===== config.mk =====
export PLATFORM = sky130hd
export DESIGN_NAME = uart_tx_param
export DESIGN_NICKNAME = d
export VERILOG_FILES = /design/src/rtl/uart_pkg.sv /design/src/rtl/uart_baud_cnt.sv /design/src/rtl/uart_tx_param.sv
export SDC_FILE = /design/constraint.sdc
export NUM_CORES = 1
export LEC_CHECK = 0
export ABC_AREA = 1
export CORE_MARGIN = 4
export CORE_UTILIZATION = 50
export DETAILED_ROUTE_END_ITERATION = 6
export GPL_TIMING_DRIVEN = 0
export PLACE_DENSITY_LB_ADDON = 0.05
export SKIP_LAST_GASP = 1
export SYNTH_ARGS = -nofsm -noshare
export SYNTH_HDL_FRONTEND = slang
export SYNTH_SLANG_ARGS = --single-unit

===== constraint.sdc =====
create_clock -name clk -period 1.8 [get_ports clk]
set_input_delay 0.18 -clock clk [delete_from_list [all_inputs] [get_ports clk]]
set_output_delay 0.18 -clock clk [all_outputs]
set_load 0.02 [all_outputs]

===== src/rtl/uart_pkg.sv =====
// uart_pkg: shared types and encodings for the UART transmitter.
// Holds the FSM state enum and the parity_mode encodings.
package uart_pkg;

  typedef enum logic [2:0] {
    S_IDLE,
    S_START,
    S_DATA,
    S_PARITY,
    S_STOP
  } state_e;

  localparam logic [1:0] PAR_NONE = 2'b00;
  localparam logic [1:0] PAR_EVEN = 2'b01;
  localparam logic [1:0] PAR_ODD  = 2'b10;

  // 2'b11 is treated like PAR_NONE.
  function automatic logic par_active(
    input logic [1:0] mode
  );
    return (mode == PAR_EVEN) ||
           (mode == PAR_ODD);
  endfunction

endpackage


===== src/rtl/uart_baud_cnt.sv =====
// uart_baud_cnt: bit-period counter, pulses bit_end_o on the last
// clk of each serial bit.
// Ports: clk, reset (sync, high), en_i (count while high),
//        bit_end_o (last cycle of the current bit period).
module uart_baud_cnt #(
  parameter int CLKS_PER_BIT = 16
) (
  input  logic clk,
  input  logic reset,
  input  logic en_i,
  output logic bit_end_o
);

  localparam int CW =
    (CLKS_PER_BIT > 1) ?
    $clog2(CLKS_PER_BIT) : 1;

  logic [CW-1:0] cnt_q;
  logic [CW-1:0] cnt_d;

  assign bit_end_o = en_i &&
    (cnt_q == CW'(CLKS_PER_BIT - 1));

  // Held at zero while idle so the first bit
  // after acceptance gets a full period.
  always_comb begin
    cnt_d = cnt_q;
    if (!en_i || bit_end_o) begin
      cnt_d = '0;
    end else begin
      cnt_d = cnt_q + 1'b1;
    end
  end

  always_ff @(posedge clk) begin
    if (reset) begin
      cnt_q <= '0;
    end else begin
      cnt_q <= cnt_d;
    end
  end

endmodule


===== src/rtl/uart_tx_param.sv =====
// uart_tx_param: parameterised UART transmitter (start, LSB-first
// data, optional parity, 1-2 stop bits) with valid/ready request.
// Ports: clk, reset (sync, high), tx_valid/tx_ready handshake,
//   tx_data, parity_mode (00 none, 01 even, 10 odd, 11 none),
//   tx_out (idle high), busy, done (1-cycle pulse at frame end).
// Build option: define UART_TX_PARITY_EN to build the parity bit;
//   otherwise parity_mode is ignored and frames carry no parity.
module uart_tx_param #(
  parameter int DATA_WIDTH   = 8,
  parameter int CLKS_PER_BIT = 16,
  parameter int STOP_BITS    = 1
) (
  input  logic                  clk,
  input  logic                  reset,
  input  logic                  tx_valid,
  output logic                  tx_ready,
  input  logic [DATA_WIDTH-1:0] tx_data,
  input  logic [1:0]            parity_mode,
  output logic                  tx_out,
  output logic                  busy,
  output logic                  done
);

  import uart_pkg::*;

  localparam int IW = $clog2(DATA_WIDTH);

  state_e                state_q;
  state_e                state_d;
  logic [DATA_WIDTH-1:0] shreg_q;
  logic [DATA_WIDTH-1:0] shreg_d;
  logic [IW-1:0]         idx_q;
  logic [IW-1:0]         idx_d;
  logic                  stop_q;
  logic                  stop_d;

  logic bit_end;
  logic accept;
  logic last_stop;
  logic last_data;

`ifdef UART_TX_PARITY_EN
  logic par_bit_q;
  logic par_bit_d;
  logic par_en_q;
  logic par_en_d;
`else
  logic unused_parity;
  assign unused_parity = ^parity_mode;
`endif

  uart_baud_cnt #(
    .CLKS_PER_BIT (CLKS_PER_BIT)
  ) u_baud (
    .clk       (clk),
    .reset     (reset),
    .en_i      (state_q != S_IDLE),
    .bit_end_o (bit_end)
  );

  assign accept    = tx_valid && tx_ready;
  assign last_data =
    (idx_q == IW'(DATA_WIDTH - 1));
  // stop_q marks that the first of two
  // stop bits has already gone out.
  assign last_stop =
    (STOP_BITS == 1) || stop_q;

  always_ff @(posedge clk) begin
    if (reset) begin
      state_q   <= S_IDLE;
      shreg_q   <= '0;
      idx_q     <= '0;
      stop_q    <= 1'b0;
`ifdef UART_TX_PARITY_EN
      par_bit_q <= 1'b0;
      par_en_q  <= 1'b0;
`endif
    end else begin
      state_q   <= state_d;
      shreg_q   <= shreg_d;
      idx_q     <= idx_d;
      stop_q    <= stop_d;
`ifdef UART_TX_PARITY_EN
      par_bit_q <= par_bit_d;
      par_en_q  <= par_en_d;
`endif
    end
  end

  always_comb begin
    state_d   = state_q;
    shreg_d   = shreg_q;
    idx_d     = idx_q;
    stop_d    = stop_q;
`ifdef UART_TX_PARITY_EN
    par_bit_d = par_bit_q;
    par_en_d  = par_en_q;
`endif
    unique case (state_q)
      S_IDLE: begin
        if (accept) begin
          state_d   = S_START;
          shreg_d   = tx_data;
          idx_d     = '0;
          stop_d    = 1'b0;
`ifdef UART_TX_PARITY_EN
          // Parity is fixed at acceptance so
          // later input changes cannot leak in.
          par_en_d  = par_active(parity_mode);
          par_bit_d = (^tx_data) ^
            (parity_mode == PAR_ODD);
`endif
        end
      end
      S_START: begin
        if (bit_end) begin
          state_d = S_DATA;
        end
      end
      S_DATA: begin
        if (bit_end) begin
          shreg_d = shreg_q >> 1;
          idx_d   = idx_q + 1'b1;
          if (last_data) begin
`ifdef UART_TX_PARITY_EN
            state_d = par_en_q ?
              S_PARITY : S_STOP;
`else
            state_d = S_STOP;
`endif
          end
        end
      end
`ifdef UART_TX_PARITY_EN
      S_PARITY: begin
        if (bit_end) begin
          state_d = S_STOP;
        end
      end
`endif
      S_STOP: begin
        if (bit_end) begin
          if (last_stop) begin
            state_d = S_IDLE;
          end else begin
            stop_d = 1'b1;
          end
        end
      end
      default: begin
        state_d = S_IDLE;
      end
    endcase
  end

  always_comb begin
    tx_out   = 1'b1;
    tx_ready = (state_q == S_IDLE);
    busy     = (state_q != S_IDLE);
    done     = (state_q == S_STOP) &&
               bit_end && last_stop;
    unique case (state_q)
      S_START: tx_out = 1'b0;
      S_DATA:  tx_out = shreg_q[0];
`ifdef UART_TX_PARITY_EN
      S_PARITY: tx_out = par_bit_q;
`endif
      default: tx_out = 1'b1;
    endcase
  end

endmodule

; Word level (Yosys, flattened, before mapping)
; Index checks and enable logic that the tools add are counted.
[totals]
register_bits = 18
input_bits = 13
wordCells = 40
[classes]
n_addsub = 2
eq_ne = 10
muxes = 13
reduce_logical = 11
[op_table]
columns = op, n
row1 = 2-to-1 mux 3 bit, 7
row2 = 2-to-1 mux 8 bit, 2
row3 = one-hot mux 8 bit (2 select lines), 1
row4 = one-hot mux 3 bit (4 select lines), 1
row5 = "inequality test 2 bit, second input constant", 4
row6 = "equality test 3 bit, second input constant", 2
row7 = one-hot mux 3 bit (2 select lines), 1
row8 = AND reduction 5 bit, 1
row9 = "adder 4 x 1 -> 4 bit, second input constant", 1
row10 = "equality test 4 bit, second input constant", 1
row11 = "adder 3 x 1 -> 3 bit, second input constant", 1
row12 = "equality test 3 x 1 -> 1 bit, second input constant", 1
row13 = "equality test 3 x 2 -> 1 bit, second input constant", 1
row14 = logical AND 1 bit, 3
row15 = zero test 3 bit, 1
row16 = AND reduction 3 bit, 1
row17 = nonzero test 3 bit, 1
row18 = "inequality test 2 x 1 -> 1 bit, second input constant", 1
row19 = one-hot mux 1 bit (2 select lines), 1
row20 = nonzero test 2 bit, 1
row21 = OR reduction 2 bit, 1
row22 = zero test 1 bit, 1
row23 = logical OR 1 bit, 1

; Depth between registers and ports, before layout
; Gate-level depths: netlist of run 1.
[logic_depth]
word_depth = 4
mapped_depth = 9
ltp_nobuf = 9

; By module
; Synthesis of run 1 repeated with hierarchy kept, for this count alone.
[unflattened]
hier_cells = 138
area_unflattened_um2 = 928.4
[modules_own_cells]
columns = module, n_inst, cells_each, area_per_inst_um2, seq_area_each_um2
row1 = uart_tx_param, 1, 118, 762.0, 280.3
row2 = uart_baud_cnt, 1, 20, 166.4, 80.1

; Least setup slack after synthesis of run 1
; No wires, ideal clock.
[synth_timing]
path_kind = register -> output
from = reg state_q[0]
to = out tx_out
arrival_ns = 1.288
required_time_ns = 1.620
slack_ns = 0.332
path_stages_with_launch = 6
cell_sequence = dfxtp_1 inv_1 nand3_4 inv_2 buf_4 o21ai_0
[synth_between]
elab_chain_len = 2
[synth_rtl]
columns = item, line
row1 = "start, declared", uart_tx_param.sv:28  ; state_e state_q;
row2 = "start signal, assigned", uart_tx_param.sv:80  ; state_q <= state_d;
row3 = equality test 3 x 2 -> 1 bit or equality test 3 x 1 -> 1 bit (tied branches), uart_tx_param.sv:163  ; unique case (state_q)
row4 = one-hot mux 1 bit (2 select lines) (*), uart_tx_param.sv:163
row5 = "end, declared", uart_tx_param.sv:19  ; output logic tx_out,
; Mark *: on every way between the ends. The rest lies on a longest branch, timed or not.

; Final worst setup path of run 1
[layout_timing]
from = reg state_q[2]
to = out busy
[layout_between]
elab_chain_len = 1
[layout_rtl]
columns = item, line
row1 = nonzero test 3 bit, uart_tx_param.sv:160  ; busy = (state_q != S_IDLE);
row2 = "end, declared", uart_tx_param.sv:20  ; output logic busy,
; No other way between the ends.

==> out/summary.txt, run 1 <==
Worst setup EP type -> output pin
Hold Path Depth -> 3
initial core utilization -> 52.83%
Final Hold Viols -> 0
cells on worst reg2reg path -> 9
final net count -> 168
Clock Tree Root -> clkbuf_4
drt initial violations -> 7
area of the multi-input gates -> 475.5 µm²
M1 WL -> 803 µm
H-tree depth -> 1
clock skew -> 1.665 ps
n_diodes -> 0
combinational share of power -> 46.3%
Hold EP -> shreg_q[7]
Port-buffer cells -> 14
initial antenna violation count -> 0
All-Layer GR Usage -> 16.21%
area leader, netlist -> dfxtp_1
first-pass GRT wire length -> 3.180 mm
1st-pass router iterations -> 3
Slew headroom -> 72.57%
final worst slack -> 106.9 ps
reg2reg setup slack -> 390 ps
GPL Wtd Cong -> 0.8071
crit path max fanout -> 5
crit path DAT -> 1510 ps
DR WL/cell -> 10.44 µm
HPWL after DPL -> 1.347 mm
routed wl met3 -> 64 µm
final setup violation count -> 0
max-slew violation count -> 0
post-route cell area -> 0.001147 mm²
via count -> 849
clock power share -> 16.2%
post-synth cell types -> 21
top cells by area, synth -> dfxtp_1 39%, nand2_1 12%, nor2_1 11%
hold_ws -> 435.5 ps
Mapped Area -> 922.1 µm²
PD cells -> 1345 mW/mm²
vias per std cell -> 4.824
Net Sw Frac -> 40.00%
critical path class -> flip-flop to output pin
Reg2Reg Capture Point -> idx_q[1]
post-synth top area share -> 39.08%
Fillers -> 172
slew of the pin with the lowest slew margin -> 411.4 ps
I/O Pins -> 17
Yosys warning count -> 0
drt drc -> 0
status -> finished clean
Layout Area Growth over Synthesis -> 24.42%
Register Area -> 362.8 µm²
DRT antenna net count -> 0
placed cell area -> 0.001094 mm²
max cap viols -> 0
Post-Synthesis Cells -> 130
LEAKAGE -> 0.5475 nW
vias in the first global route -> 783
pre-CTS setup slack -> -74.66 ps
Period minus WS final -> 1693 ps
Flop pwr share -> 37.5%
Rows -> 15
WL final -> 1.838 mm
sequential share of the synthesized area -> 39.08%
reg2reg start -> u_baud.cnt_q[0]
TritonCTS clock tree -> built
Required @ worst endpoint -> 1620 ps
Power, Total -> 1.543 mW
post-synthesis register bit count -> 18
Reg clk slew, reported paths -> 100 ps
gr ovfl total -> 0
Chip Width -> 50.95 µm
Max IR drop VDD -> 0.001045 V
largest net degree at the start of global routing -> 11
insertion delay to the later sink of the worst-skew pair -> 290 ps
Clock Path Buffers -> 2
Int Pwr -> 925.9 µW
RSZ-0062 raised after global routing -> false
metal2 WL -> 932 µm
CTS Buf Count -> 3
DIE AREA -> 0.002595 mm²
Startpoint Class -> flip-flop
# hold bufs at CTS -> 0
total net switching power -> 617.4 µW
Hold WC Path Type -> input port to flip-flop
Mapped Nets -> 146
CTS sink count -> 18
die height -> 50.95 µm
layout cells sized above 1 -> 17.88%
Core ar. -> 0.001745 mm²
Tcrit/Tclk final -> 94.06%
hold_sp -> tx_data[7]
syn avg cell area -> 7.093 µm²
Fmax achieved -> 590.6 MHz
top sig layer -> met4
post-route setup TNS -> 0 ps
## how the worst max path moves through the flow
stage | start | end | depth (start not counted)
2_1_floorplan | state_q[0] | tx_out | 5
3_3_place_gp | state_q[1] | tx_out | 6
3_5_place_dp | state_q[1] | tx_out | 6
4_1_cts | state_q[0] | tx_out | 6
5_1_grt | state_q[2] | tx_out | 7
6_report | state_q[2] | busy | 3
## through the flow
| stage | utilization [%] | instances |
|---|---|---|
| detailed placement | 62.65 | 169 |
| floorplan | - | 130 |
| CTS | 64.66 | 173 |
| finish | 65.73 | 176 |
| global placement | 62.65 | 169 |
| global route | 65.73 | 176 |
## cell usage in the layout (no fill, tap or decap)
cell             count
nand2_1             30
nor2_1              26
dfxtp_1             16
clkdlybuf4s50_1     11
inv_1               10
nand3_1             10
o21ai_1              9
inv_2                4
buf_4                4
a21oi_1              4
ha_1                 3
clkbuf_4             3
nor2_4               2
nand2_2              2
buf_6                2
a21oi_2              2
dfxtp_2              2
nand3_4              1
o21ai_0              1
nand2_4              1
buf_1                1
xnor2_1              1
xor2_1               1
o21ai_2              1
clkbuf_8             1
clkbuf_2             1
buf_2                1
dlymetal6s2s_1       1
## layout make-up
cell class | instances | share of cell area [%]
inverter | 14 | 4.580
multi-input combinational | 94 | 41.44
sequential | 18 | 31.62
clock buffer | 4 | 3.162
timing repair buffer | 17 | 13.52
tap | 25 | 2.726
buffer | 4 | 2.944
## state kept, by name (all words and copies together), names as in the netlist
signal	cells
u_baud.cnt_q	4
idx_q	3
state_q	3
shreg_q	8
## metal layers
metal	up-vias	GRT usage, %
met5	-	0
met4	0	8.072
met3	5	3.499
met2	11	29.18
met1	384	17.66
li1	449	-
## synthesized netlist by cell type (all sizes together)
library cell,number
ha,3
nand2,33
xnor2,1
dfxtp,18
nor2,28
o21ai,11
xor2,1
buf,4
a21oi,6
inv,14
nand3,11
## what timing repair did
action / CTS / global route
pin swaps: 0 / 1
buffers inserted: 0 / 3
gates resized for setup: 3 / 8
endpoints found under the setup margin: 3 / 3
hold endpoints to repair: 0 / 0
## power by group through the flow
stage	sequential, mW	clock [mW]	combinational, mW
6_report	0.578	0.250	0.715
5_1_grt	0.593	0.279	0.803
4_1_cts	0.576	0.267	0.696
3_5_place_dp	0.584	0	0.702
3_3_place_gp	0.579	0	0.687
2_1_floorplan	0.569	0	0.517
## worst max-delay path, cell delays in order (launching register included)
cell and delay, ps:
dfxtp_1 400, inv_2 100, nand2_4 110, clkdlybuf4s50_1 610
## cells by family (layout without fill, tap and decap cells)
| family | count (synthesis) | in the layout | share of synthesized area, % |
|---|---|---|---|
| flops | 18 | 18 | 39.08 |
| xor+xnor | 2 | 2 | 1.900 |
| simple gates | 72 | 72 | 35.14 |
| compound gates | 17 | 17 | 10.45 |
| buf+inv | 18 | 39 | 9.362 |
| fa+ha+maj | 3 | 3 | 4.071 |
Power figures use the tool's default switching activity.
==> run 2, diff against run 1 <==
--- a/config.mk
+++ b/config.mk
@@ -12,6 +12,7 @@
 export GPL_TIMING_DRIVEN = 0
 export PLACE_DENSITY_LB_ADDON = 0.05
 export SKIP_LAST_GASP = 1
+export SLEW_MARGIN = 20
 export SYNTH_ARGS = -nofsm -noshare
 export SYNTH_HDL_FRONTEND = slang
 export SYNTH_SLANG_ARGS = --single-unit
==> results of run 2 <==
Final layout, timing and power as in run 1 (identical DEF).
==> run 3, diff against run 2 <==
--- a/config.mk
+++ b/config.mk
@@ -5,12 +5,12 @@
 export SDC_FILE = /design/constraint.sdc
 export NUM_CORES = 1
 export LEC_CHECK = 0
-export ABC_AREA = 1
 export CORE_MARGIN = 4
-export CORE_UTILIZATION = 50
+export CORE_UTILIZATION = 51
 export DETAILED_ROUTE_END_ITERATION = 6
 export GPL_TIMING_DRIVEN = 0
 export PLACE_DENSITY_LB_ADDON = 0.05
+export SETUP_SLACK_MARGIN = 0.4
 export SKIP_LAST_GASP = 1
 export SLEW_MARGIN = 20
 export SYNTH_ARGS = -nofsm -noshare
==> run 3 against run 2 <==
Via count grew 17%. Register-to-register slack lost 80 ps. Sequential share of layout area shrank 6.9 points. First-iteration DRC count grew to 5.6 times the previous value. Highest routed layer unchanged. Synthesized cell count shrank 24%.
==> out/summary.txt, run 3 <==
critical path class -> flip-flop to output pin
number of synthesized flops with an enable pin -> 0 (unchanged)
vias per std cell -> 6.149 (+27%)
max-slew violation count -> 0 (unchanged)
initial antenna violation count -> 0 (unchanged)
CP top delay family -> buffers and inverters
reg2reg start -> state_q[1]
largest net degree at the start of global routing -> 11 (unchanged)
slew of the pin with the lowest slew margin -> 290.2 ps (-121.2 ps)
Tcrit/Tclk final -> 84.32% (-9.7 points)
hold_ws -> 97.06 ps (-338.4 ps)
final net count -> 154 (-8.3%)
n_diodes -> 0 (unchanged)
gr ovfl total -> 0 (unchanged)
Synth top cells by count -> 18 x dfxtp_1, 15 x nand2_1, 8 x a211oi_1
max cap viols -> 0 (unchanged)
count leader, synth -> dfxtp_1
Max IR drop VDD -> 0.0004791 V (-54%)
hold_sp -> reset
GPL Wtd Cong -> 0.7769 (-3.7%)
CP Launch Point -> state_q[0]
I/O Pins -> 17 (unchanged)
Fillers -> 106 (-38%)
initial core utilization -> 54.96% (+2.1 points)
CP cell instances -> buf_8 > buf_6 > nor4b_2 > buf_4
Mapped Nets -> 115 (-21%)
total net switching power -> 209.0 µW (-66%)
WP depth -> 4 (+1)
Core ar. -> 0.001764 mm² (+1.1%)
TritonCTS clock tree -> built
Fmax achieved -> 658.9 MHz (+12%)
# hold bufs at CTS -> 0 (unchanged)
final setup violation count -> 0 (unchanged)
drt initial violations -> 39 (+32)
crit path max fanout -> 6 (+1)
DRT antenna net count -> 0 (unchanged)
post-route setup TNS -> 0 ps (unchanged)
LEAKAGE -> 0.5624 nW (+2.7%)
Chip Width -> 51.61 µm (+1.3%)
Clock Path Buffers -> 2 (unchanged)
top cells by area, synth -> dfxtp_1 37%, a311oi_1 6.3%, a211oi_1 6.2%
Layout Area Growth over Synthesis -> 53.16%
layout cells sized above 1 -> 47.79% (+30 points)
Top Registers -> shreg_q x8, u_baud.cnt_q x4
max reg flops -> 8 (unchanged)
Required @ worst endpoint -> 1620 ps (about the same)
crit path DAT -> 1340 ps (-170 ps)
1st-pass router iterations -> 4 (+1)
CTS Buf Count -> 3 (unchanged)
Hold Path Depth -> 2 (-1)
Power, Total -> 788.0 µW (-49%)
Hold WC Path Type -> input port to flip-flop
Post-Synthesis Cells -> 99 (-24%)
WL final -> 2.971 mm (+62%)
Port-buffer cells -> 13 (-1)
clock skew -> 9.860 ps (+8.195 ps)
Final Hold Viols -> 0 (unchanged)
slowest stage delay, CP -> 350 ps (-260 ps)
Int Pwr -> 579.0 µW (-37%)
clock power share -> 26.1% (+9.9 points)
HPWL after DPL -> 1.555 mm (+15%)
H-tree depth -> 1 (unchanged)
Worst setup EP type -> output pin
combinational share of power -> 19.5% (-27 points)
insertion delay to the later sink of the worst-skew pair -> 300 ps (about the same)
Top reg by flops -> shreg_q
DIE AREA -> 0.002663 mm² (+2.6%)
most frequent cells in the layout -> 14 x nand2_1, 12 x buf_6, 12 x dfxtp_1, 12 x buf_4, 9 x clkdlybuf4s50_1
drt drc -> 0 (unchanged)
post-route cell area -> 0.001485 mm² (+29%)
area of the multi-input gates -> 618.1 µm² (+30%)
All-Layer GR Usage -> 22.67% (+6.5 points)
vias in the first global route -> 928 (+19%)
post-synth top area share -> 37.16% (-1.9 points)
slowest CP cell -> dfxtp_2
Net Sw Frac -> 26.52% (-13 points)
PD cells -> 530.5 mW/mm² (-61%)
post-synthesis register bit count -> 18 (unchanged)
RSZ-0062 raised after global routing -> true
cells on worst reg2reg path -> 5 (-4)
Startpoint Class -> flip-flop
die height -> 51.61 µm (+1.3%)
syn avg cell area -> 9.795 µm² (+38%)
Reg clk slew, reported paths -> 110 ps (about the same)
Rows -> 15 (unchanged)
Register Area -> 367.9 µm² (+1.4%)
asr flop ratio synth -> 0% (unchanged)
first-pass GRT wire length -> 4.416 mm (+39%)
Clock Tree Root -> clkbuf_4
Buf/Inv on CP -> 3 (+1)
placed cell area -> 0.001151 mm² (+5.3%)
post-synth cell types -> 36 (+71%)
Period minus WS final -> 1518 ps (-175.4 ps)
Slew headroom -> 80.54% (+8.0 points)
DR WL/cell -> 18.45 µm (+77%)
area leader, netlist -> dfxtp_1
Flop pwr share -> 54.4% (+17 points)
sequential share of the synthesized area -> 37.16% (-1.9 points)
Yosys warning count -> 0 (unchanged)
prevailing post-synth register cell -> dfxtp_1
commonest non-fill, non-tap cell in the layout -> nand2_1
Mapped Area -> 969.7 µm² (+5.2%)
CTS sink count -> 18 (unchanged)
status -> finished clean
via count -> 990 (+17%)
run 3: changes by cell type in the layout (fill, tap and decap cells not counted), moves of 5 or more:
cell / before / now
a211oi_1: 0 / 5
buf_4: 4 / 12
buf_6: 2 / 12
buf_8: 0 / 5
inv_1: 10 / 1
nand2_1: 30 / 14
nand3_1: 10 / 3
nor2_1: 26 / 0
o21ai_1: 9 / 0
run 3: final cells by class:
class | instances | share of cell area (%)
Inverter | 1 | 0.2527
Timing Repair Buffer | 34 | 21.90
Sequential cell | 18 | 24.77
Tap cell | 25 | 2.106
Multi-Input combinational cell | 71 | 41.62
Clock buffer | 3 | 1.516
Buffer | 9 | 7.835
run 3: timing repair:
action	in CTS	in global routing
pin swaps	12	10
buffers inserted	16	3
setup endpoints to repair	19	19
gates resized for setup	47	16
gates cloned	2	0
run 3: worst register-to-register path, stage by stage, from the launching register on:
cell and delay [ps]:
dfxtp_2 350, buf_6 110, or4b_4 530, o21ai_4 120, buf_12 160, a311oi_2 100
run 3: kinds of logic after synthesis:
group,share of synthesized area [%]
flip-flops,37.16
adder cells (fa/ha/maj),3.871
AND/OR/NAND/NOR,24.78
AO/OA/AOI/OAI,22.45
buffers and inverters,9.934
XOR/XNOR,1.807
run 3: power by group through the flow:
stage | clock (mW) | sequential [mW] | combinational [mW]
2_1_floorplan | 0 | 0.432 | 0.0665
3_3_place_gp | 0 | 0.433 | 0.106
3_5_place_dp | 0 | 0.434 | 0.108
4_1_cts | 0.210 | 0.427 | 0.126
5_1_grt | 0.220 | 0.430 | 0.164
6_report | 0.205 | 0.429 | 0.154
run 3: final timing paths:
kind                     endpoint  slack, ps
hold reg to reg        shreg_q[6]        490
setup / recovery             done        280
setup reg to reg       shreg_q[1]        310
hold / removal    u_baud.cnt_q[0]        100
run 3: per-stage QoR:
| step | util [%] | setup WS (ps) | std cells |
|---|---|---|---|
| 2_1_floorplan | - | 371.9 | 99 |
| 3_3_place_gp | 65.25 | -82.52 | 137 |
| 3_5_place_dp | 65.25 | -118.5 | 137 |
| 4_1_cts | 78.94 | 250.2 | 158 |
| 5_1_grt | 84.18 | 242.4 | 161 |
| 6_report | 84.18 | 282.3 | 161 |
run 3: metal layers:
metal,part of all wire (%),wire length [µm],global-route usage (%)
met1,42,1259,29.18
met2,48,1432,36.23
met3,5.6,167,4.011
met4,3.7,111,11.35
met5,0,0,0
